**src/rtl/pipeline_hazard_ctrl_pkg.sv**
```systemverilog
// Shared types for the pipeline stall/flush sequencer: FSM encoding, per-stage
// control bundle and the register hazard compare.
package pipeline_hazard_ctrl_pkg;

  typedef enum logic [1:0] {
    ST_RUN   = 2'd0,
    ST_STALL = 2'd1,
    ST_DRAIN = 2'd2,
    ST_HALT  = 2'd3
  } state_e;

  localparam logic [4:0] REG_X0 = 5'd0;

  typedef struct packed {
    logic pc_en;
    logic if_id_en;
    logic if_id_flush;
    logic id_ex_en;
    logic id_ex_bubble;
    logic ex_mem_en;
    logic mem_wb_en;
  } ctl_t;

  // Field order: pc, if_id_en, if_id_flush, id_ex_en, id_ex_bubble, ex_mem, mem_wb
  localparam ctl_t CTL_IDLE  = ctl_t'(7'b0000000);
  localparam ctl_t CTL_RESET = ctl_t'(7'b0010100);
  localparam ctl_t CTL_HOLD  = ctl_t'(7'b0001111);
  localparam ctl_t CTL_FLUSH = ctl_t'(7'b1111011);
  localparam ctl_t CTL_RUN   = ctl_t'(7'b1101011);

  function automatic logic reg_hit(input logic [4:0] rd, input logic [4:0] rs,
                                   input logic use_rs);
    return use_rs && (rd == rs) && (rd != REG_X0);
  endfunction

endpackage

```
**src/rtl/pipeline_hazard_ctrl_sat_counter.sv**
```systemverilog
// Saturating event counter with asynchronous active-high clear.
module sat_counter #(
  parameter int W = 16
) (
  input  logic         clk,
  input  logic         clr,
  input  logic         en,
  output logic [W-1:0] count
);

  always_ff @(posedge clk or posedge clr) begin
    if (clr)                     count <= '0;
    else if (en && count != '1)  count <= count + 1'b1;
  end

endmodule

```
**src/rtl/pipeline_hazard_ctrl.sv**
```systemverilog
// Stall/flush sequencer for the 5-stage pipeline: merges freeze, hazard stalls,
// redirects and halt into per-stage enables, with drain/halt FSM and perf counters.
module pipeline_hazard_ctrl
  import pipeline_hazard_ctrl_pkg::*;
#(
  parameter int CNT_W     = 16,
  parameter int DRAIN_CYC = 3
) (
  input  logic             clk,
  input  logic             rst,
  input  logic             dec_wait,
  input  logic             dec_redirect,
  input  logic [4:0]       dec_rs1,
  input  logic [4:0]       dec_rs2,
  input  logic             dec_use_rs1,
  input  logic             dec_use_rs2,
  input  logic             ex_mem_read,
  input  logic [4:0]       ex_rd,
  input  logic             dmem_req,
  input  logic             dmem_ready,
  input  logic             halt_req,
  output logic             pc_en,
  output logic             if_id_en,
  output logic             if_id_flush,
  output logic             id_ex_en,
  output logic             id_ex_bubble,
  output logic             ex_mem_en,
  output logic             mem_wb_en,
  output logic             halted,
  output logic             proto_err,
  output logic [CNT_W-1:0] stall_cnt,
  output logic [CNT_W-1:0] freeze_cnt,
  output logic [CNT_W-1:0] flush_cnt
);

  localparam int DRN_W = $clog2(DRAIN_CYC + 1);

  state_e           state, state_nxt;
  logic [DRN_W-1:0] drain_cnt, drain_nxt;
  ctl_t             ctl;
  logic             freeze, loaduse, stall;
  logic             perr_set, inc_stall, inc_freeze, inc_flush;

  assign freeze  = dmem_req & ~dmem_ready;
  assign loaduse = ex_mem_read & (reg_hit(ex_rd, dec_rs1, dec_use_rs1) |
                                  reg_hit(ex_rd, dec_rs2, dec_use_rs2));
  assign stall   = loaduse | dec_wait;

  always_ff @(posedge clk or posedge rst) begin
    if (rst) begin
      state     <= ST_RUN;
      drain_cnt <= '0;
      proto_err <= 1'b0;
    end else begin
      state     <= state_nxt;
      drain_cnt <= drain_nxt;
      if (perr_set) proto_err <= 1'b1;
    end
  end

  always_comb begin
    state_nxt  = state;
    drain_nxt  = drain_cnt;
    ctl        = CTL_RUN;
    perr_set   = 1'b0;
    inc_stall  = 1'b0;
    inc_freeze = 1'b0;
    inc_flush  = 1'b0;
    unique case (state)
      ST_HALT: ctl = CTL_IDLE;
      ST_DRAIN: begin
        if (freeze) begin
          ctl        = CTL_IDLE;
          inc_freeze = 1'b1;
        end else begin
          ctl       = CTL_HOLD;
          drain_nxt = drain_cnt - 1'b1;
          if (drain_cnt <= DRN_W'(1)) state_nxt = ST_HALT;
        end
      end
      default: begin  // ST_RUN, ST_STALL
        if (freeze) begin
          ctl        = CTL_IDLE;
          inc_freeze = 1'b1;
        end else if (stall) begin
          // a redirect seen here is dropped; decode re-presents it
          ctl       = CTL_HOLD;
          inc_stall = 1'b1;
          perr_set  = (state == ST_STALL) & dec_wait;
          state_nxt = ST_STALL;
        end else if (dec_redirect) begin
          ctl       = CTL_FLUSH;
          inc_flush = 1'b1;
          state_nxt = ST_RUN;
        end else if (halt_req && state == ST_RUN) begin
          drain_nxt = DRN_W'(DRAIN_CYC);
          state_nxt = ST_DRAIN;
        end else begin
          state_nxt = ST_RUN;
        end
      end
    endcase
    if (rst) ctl = CTL_RESET;
  end

  assign pc_en        = ctl.pc_en;
  assign if_id_en     = ctl.if_id_en;
  assign if_id_flush  = ctl.if_id_flush;
  assign id_ex_en     = ctl.id_ex_en;
  assign id_ex_bubble = ctl.id_ex_bubble;
  assign ex_mem_en    = ctl.ex_mem_en;
  assign mem_wb_en    = ctl.mem_wb_en;
  assign halted       = (state == ST_HALT);

  sat_counter #(.W(CNT_W)) u_stall_cnt  (.clk(clk), .clr(rst), .en(inc_stall),  .count(stall_cnt));
  sat_counter #(.W(CNT_W)) u_freeze_cnt (.clk(clk), .clr(rst), .en(inc_freeze), .count(freeze_cnt));
  sat_counter #(.W(CNT_W)) u_flush_cnt  (.clk(clk), .clr(rst), .en(inc_flush),  .count(flush_cnt));

endmodule

```
**config.mk**
```make
export PLATFORM = sky130hd
export DESIGN_NAME = pipeline_hazard_ctrl
export DESIGN_NICKNAME = d
export VERILOG_FILES = /design/src/rtl/pipeline_hazard_ctrl_pkg.sv /design/src/rtl/pipeline_hazard_ctrl_sat_counter.sv /design/src/rtl/pipeline_hazard_ctrl.sv
export SDC_FILE = /design/constraint.sdc
export NUM_CORES = 1
export LEC_CHECK = 0
export BUFFER_PORTS_ARGS = -buffer_cell sky130_fd_sc_hd__buf_2
export CORE_MARGIN = 8
export CORE_UTILIZATION = 52
export DETAILED_ROUTE_END_ITERATION = 6
export GPL_TIMING_DRIVEN = 0
export PLACE_DENSITY = 0.8
export RECOVER_POWER = 25
export REMOVE_ABC_BUFFERS = 1
export SYNTH_ARGS = -nofsm -noshare
export SYNTH_HDL_FRONTEND = slang
export SYNTH_SLANG_ARGS = --single-unit
```
**constraint.sdc**
```tcl
create_clock -name clk -period 2.3 [get_ports clk]
set_input_delay 0.23 -clock clk [delete_from_list [all_inputs] [get_ports clk]]
set_output_delay 0.23 -clock clk [all_outputs]
set_load 0.005 [all_outputs]
```
==> results.txt <==
* Clock-pin slew on the worst setup and hold paths: about 0.090 ns
- Iteration-0 DRC count of the detailed router: 76
- In this run the static leakage power is ~1.6 nW.
* Mean area per synthesized cell: 10.4 µm²
* Maximum fanout along the worst path: 22
- Kind of critical path: input port to output port
* Clock network latency to the later pin of the worst-skew pair: around 0.3 ns
- For this run, the number of Yosys warnings is 0.
* XOR/XNOR share of the synthesized area: ~17%
* DR vias/cell: roughly 5.3
- First-pass GRT wire length: around 10,000 µm
- Leaving out fill and tap cells, the most frequent cell in the layout is sky130_fd_sc_hd__buf_2.
* Syn Inst Count: approximately 260
* Via count of the first global-routing pass: approximately 2,300
* Number of library cell types mapped by synthesis: 39
- Pwr/cell area: between 700 and 800 nW/µm²
- Cell at the root of the clock tree: sky130_fd_sc_hd__clkbuf_8
* Clock net sink count: 53
* Global placement routability congestion: 0.805
- Critical R2R Capture: u_freeze_cnt.count[12]
- Max-cap violations: 0
- # DRC: 0
* Bufs on Longest Clock Path: 2
- Counting I/O delays and the setup requirement, the final critical path takes roughly 2.1 ns.
- The synthesized design contains 0 enable-type register cells.
- Remaining max-slew budget at the tightest pin: between 40% and 50%
* Die span in y: slightly below 90 µm
- Net total in the final layout: ~380
- Cells fill between 60% and 70% of the core in the end.
- In this design, the largest share of critical-path delay is due to compound AO/OA/AOI/OAI gates.
- CTS tree: done
* Number of buffers created by CTS: 5
- The worst setup path is captured at an output port.
- Number of detailed-route iterations in the first pass: 4
- Simple-gate share of the synthesized area: 22.6%
- Share of synthesized flip-flops with an asynchronous set or reset: 100%
- Number of levels in the clock H-tree: 2
- Routed WL: 6340 µm
- I/O pins: 82
- CP bufs+invs: 2
- By instance count, the cell type seen most on the critical path is sky130_fd_sc_hd__buf_2.
- VDD sags by at most 0.484 mV.
* Area added between synthesis and finish: 20.7%
- The total overflow left after global routing is 0.
* Initial antenna violation count: 1
- The flow ran to the end, and the final reports show no timing, DRC or antenna violations.
- Initial cell density of the core: around 54%
- Main combinational cell family by area after synthesis: simple AND/OR/NAND/NOR gates
* Number of antenna-violating nets in the routed design: 0
* Area leader, netlist: sky130_fd_sc_hd__dfrtp_1
- Routed length per placed instance: around 15 µm
* Flop2flop setup slack: about 0.2 ns
- Static timing analysis puts the maximum clock frequency at ~470 MHz.
* Post-route clock skew: about 0.006 ns
- Complex-gate fraction of the synthesized area: 5.63%
- Width of the chip: 88.8 µm
- The startpoint identified for the worst register-to-register timing path is u_freeze_cnt.count[0].
* Antenna Diode Count: 0
* GRT Util Overall: around 17%
- Cell count of the worst hold path: 2
- Fraction of layout instances using a drive strength above 1: between 20 and 30%
- The initialized floorplan defines 26 standard-cell rows.
- Setup repair after global routing left no endpoint under its margin.
- Setup violations remaining at the end of the flow were counted as 0.
- Hold is met by 0.181 ns.
- Number of buffers inserted by port buffering: 81
- Entering global routing, the biggest net connects 35 pins.
- Required arrival time at the worst endpoint: around 2.1 ns
- For this run, the slowest stage of the critical path takes between 0.5 and 0.6 ns.
- Multiplexer area fraction after synthesis: roughly 1.2%
* Most area-consuming cells after synthesis: sky130_fd_sc_hd__dfrtp_1 48%, sky130_fd_sc_hd__xor2_1 10%, sky130_fd_sc_hd__xnor2_1 7.0%
- In this run the standard cell core region covers between 5000 and 6000 µm².
- The number of cells on the worst reg-to-reg path is 6.
* Worst EP arrival: roughly 1.9 ns
* Area enclosed by the die boundary: slightly below 8000 µm²
- The tightest min-delay check is of the input port to flip-flop type.
- Count of final hold-check violations: 0
- Top cell type's share of synthesized area: about 48%
- Leaving out fill and tap cells, the most frequent cells in the layout are 67 x sky130_fd_sc_hd__buf_2, 53 x sky130_fd_sc_hd__dfrtp_1, 32 x sky130_fd_sc_hd__xor2_1.
- Placed wire-length estimate: about 4900 µm
- The max-slew violation count was 0.
- Crit path launch type: input port
* Worst-Margin Slew: 0.796 ns
- Via count: 2,234
- Of the synthesized area, sequential elements account for between 40% and 50%.
- After synthesis the cells add up to between 2000 and 3000 µm².
* Final cycle utilization of the critical path: between 90 and 100%
- Of the total synthesized cell area, the portion taken by full adders, half adders and majority gates is between 1.5 and 2%.
- Slowest stage cell, crit path: sky130_fd_sc_hd__o21ai_4
* Register bit count reported by yosys: 53
- Hold Startpoint: dec_wait
- Among all flip-flop cells after synthesis, the most frequent one is sky130_fd_sc_hd__dfrtp_1.
* Worst hold path endpoint: proto_err
- Series of cell instances along the critical path: buf_2 > xnor2_1 > nand4_1 > o22a_1 > o21ai_4 > nor2_1 > a21o_1 > buf_2
==> per-stage QoR <==
stage                     setup TNS, ns  instance area (µm²)  cells  total power [mW]  setup slack, ns
final                                 0                 3330    420              2.54            0.150
after global routing                  0                 3330    420              2.71           0.0145
after CTS                             0                 3340    420              2.57            0.128
after detailed placement         -0.312                 3220    409              2.03           -0.133
after global placement           -0.517                 3200    408              1.99           -0.322
after floorplan                       0                 2700    257              1.70            0.164
==> final cells by class <==
| cell class | instances | area [µm²] |
|---|---|---|
| multi-input combinational | 193 | 1350 |
| fill | 460 | 1780 |
| clock buffer | 7 | 86.3 |
| inverter | 11 | 41.3 |
| tap | 70 | 87.6 |
| sequential | 53 | 1330 |
| timing repair buffer | 86 | 440 |
==> flip-flops by register name, indices dropped and copies added, names as in the netlist <==
signal / flops
u_flush_cnt.count: 16
drain_cnt: 2
u_stall_cnt.count: 16
u_freeze_cnt.count: 16
proto_err: 1
state: 2
==> synth_stat cells (all sizes together) (2+ instances only) <==
library cell  number
dfrtp             53
xor2              32
nor3              22
xnor2             22
nand2             20
nor2              19
nand3             18
inv               11
nand4              9
nor4               8
and3               7
buf                7
ha                 4
o21ai              4
a21oi              3
mux2               3
or2                3
nand2b             2
nand3b             2
==> cells by family (layout without fill, tap and decap cells) <==
| logic type | Yosys count | count (layout) |
|---|---|---|
| AOI/OAI and AO/OA | 17 | 17 |
| xor gates and xnor gates | 54 | 54 |
| adders and majority gates | 4 | 4 |
| buffers and inverters | 18 | 104 |
| DFF | 53 | 53 |
| muxes | 3 | 3 |
| and+or+nand+nor | 115 | 115 |
==> timing repair <==
action,CTS,global route
setup buffers,3,0
hold buffers,1,0
resized for setup,1,1
pin swaps,1,0
cloned,0,0
endpoints found under the setup margin,13,2
endpoints found under the hold margin,19,0
==> per-layer routing <==
| metal | GRT usage (%) | routed length [µm] | up-vias |
|---|---|---|---|
| met2 | 30.1 | 3220 | 56 |
| met4 | 3.99 | 82 | 2 |
| met3 | 5.11 | 453 | 9 |
| met5 | 0 | 8 | - |
| met1 | 18.6 | 2580 | 1091 |
| li1 | - | - | 1076 |
==> worst max path at each step <==
stage | start | end | slack [ns] | depth (start not counted)
floorplan | u_flush_cnt.count[0] | u_flush_cnt.count[1] | 0.16 | 7
global placement | rst | id_ex_bubble | -0.32 | 4
detailed placement | u_flush_cnt.count[0] | u_flush_cnt.count[1] | -0.13 | 7
CTS | u_stall_cnt.count[0] | u_stall_cnt.count[15] | 0.13 | 7
global route | u_flush_cnt.count[0] | u_flush_cnt.count[4] | 0.01 | 8
finish | ex_rd[1] | if_id_flush | 0.15 | 8
==> where the power goes <==
part	total (mW)	leakage (nW)	switching [mW]	internal [mW]
combinational	0.708	0.921	0.361	0.347
clock	0.524	0.0443	0.285	0.239
sequential	1.30	0.665	0.208	1.10
total	2.54	1.63	0.854	1.68
Power figures use the tool's default switching activity.
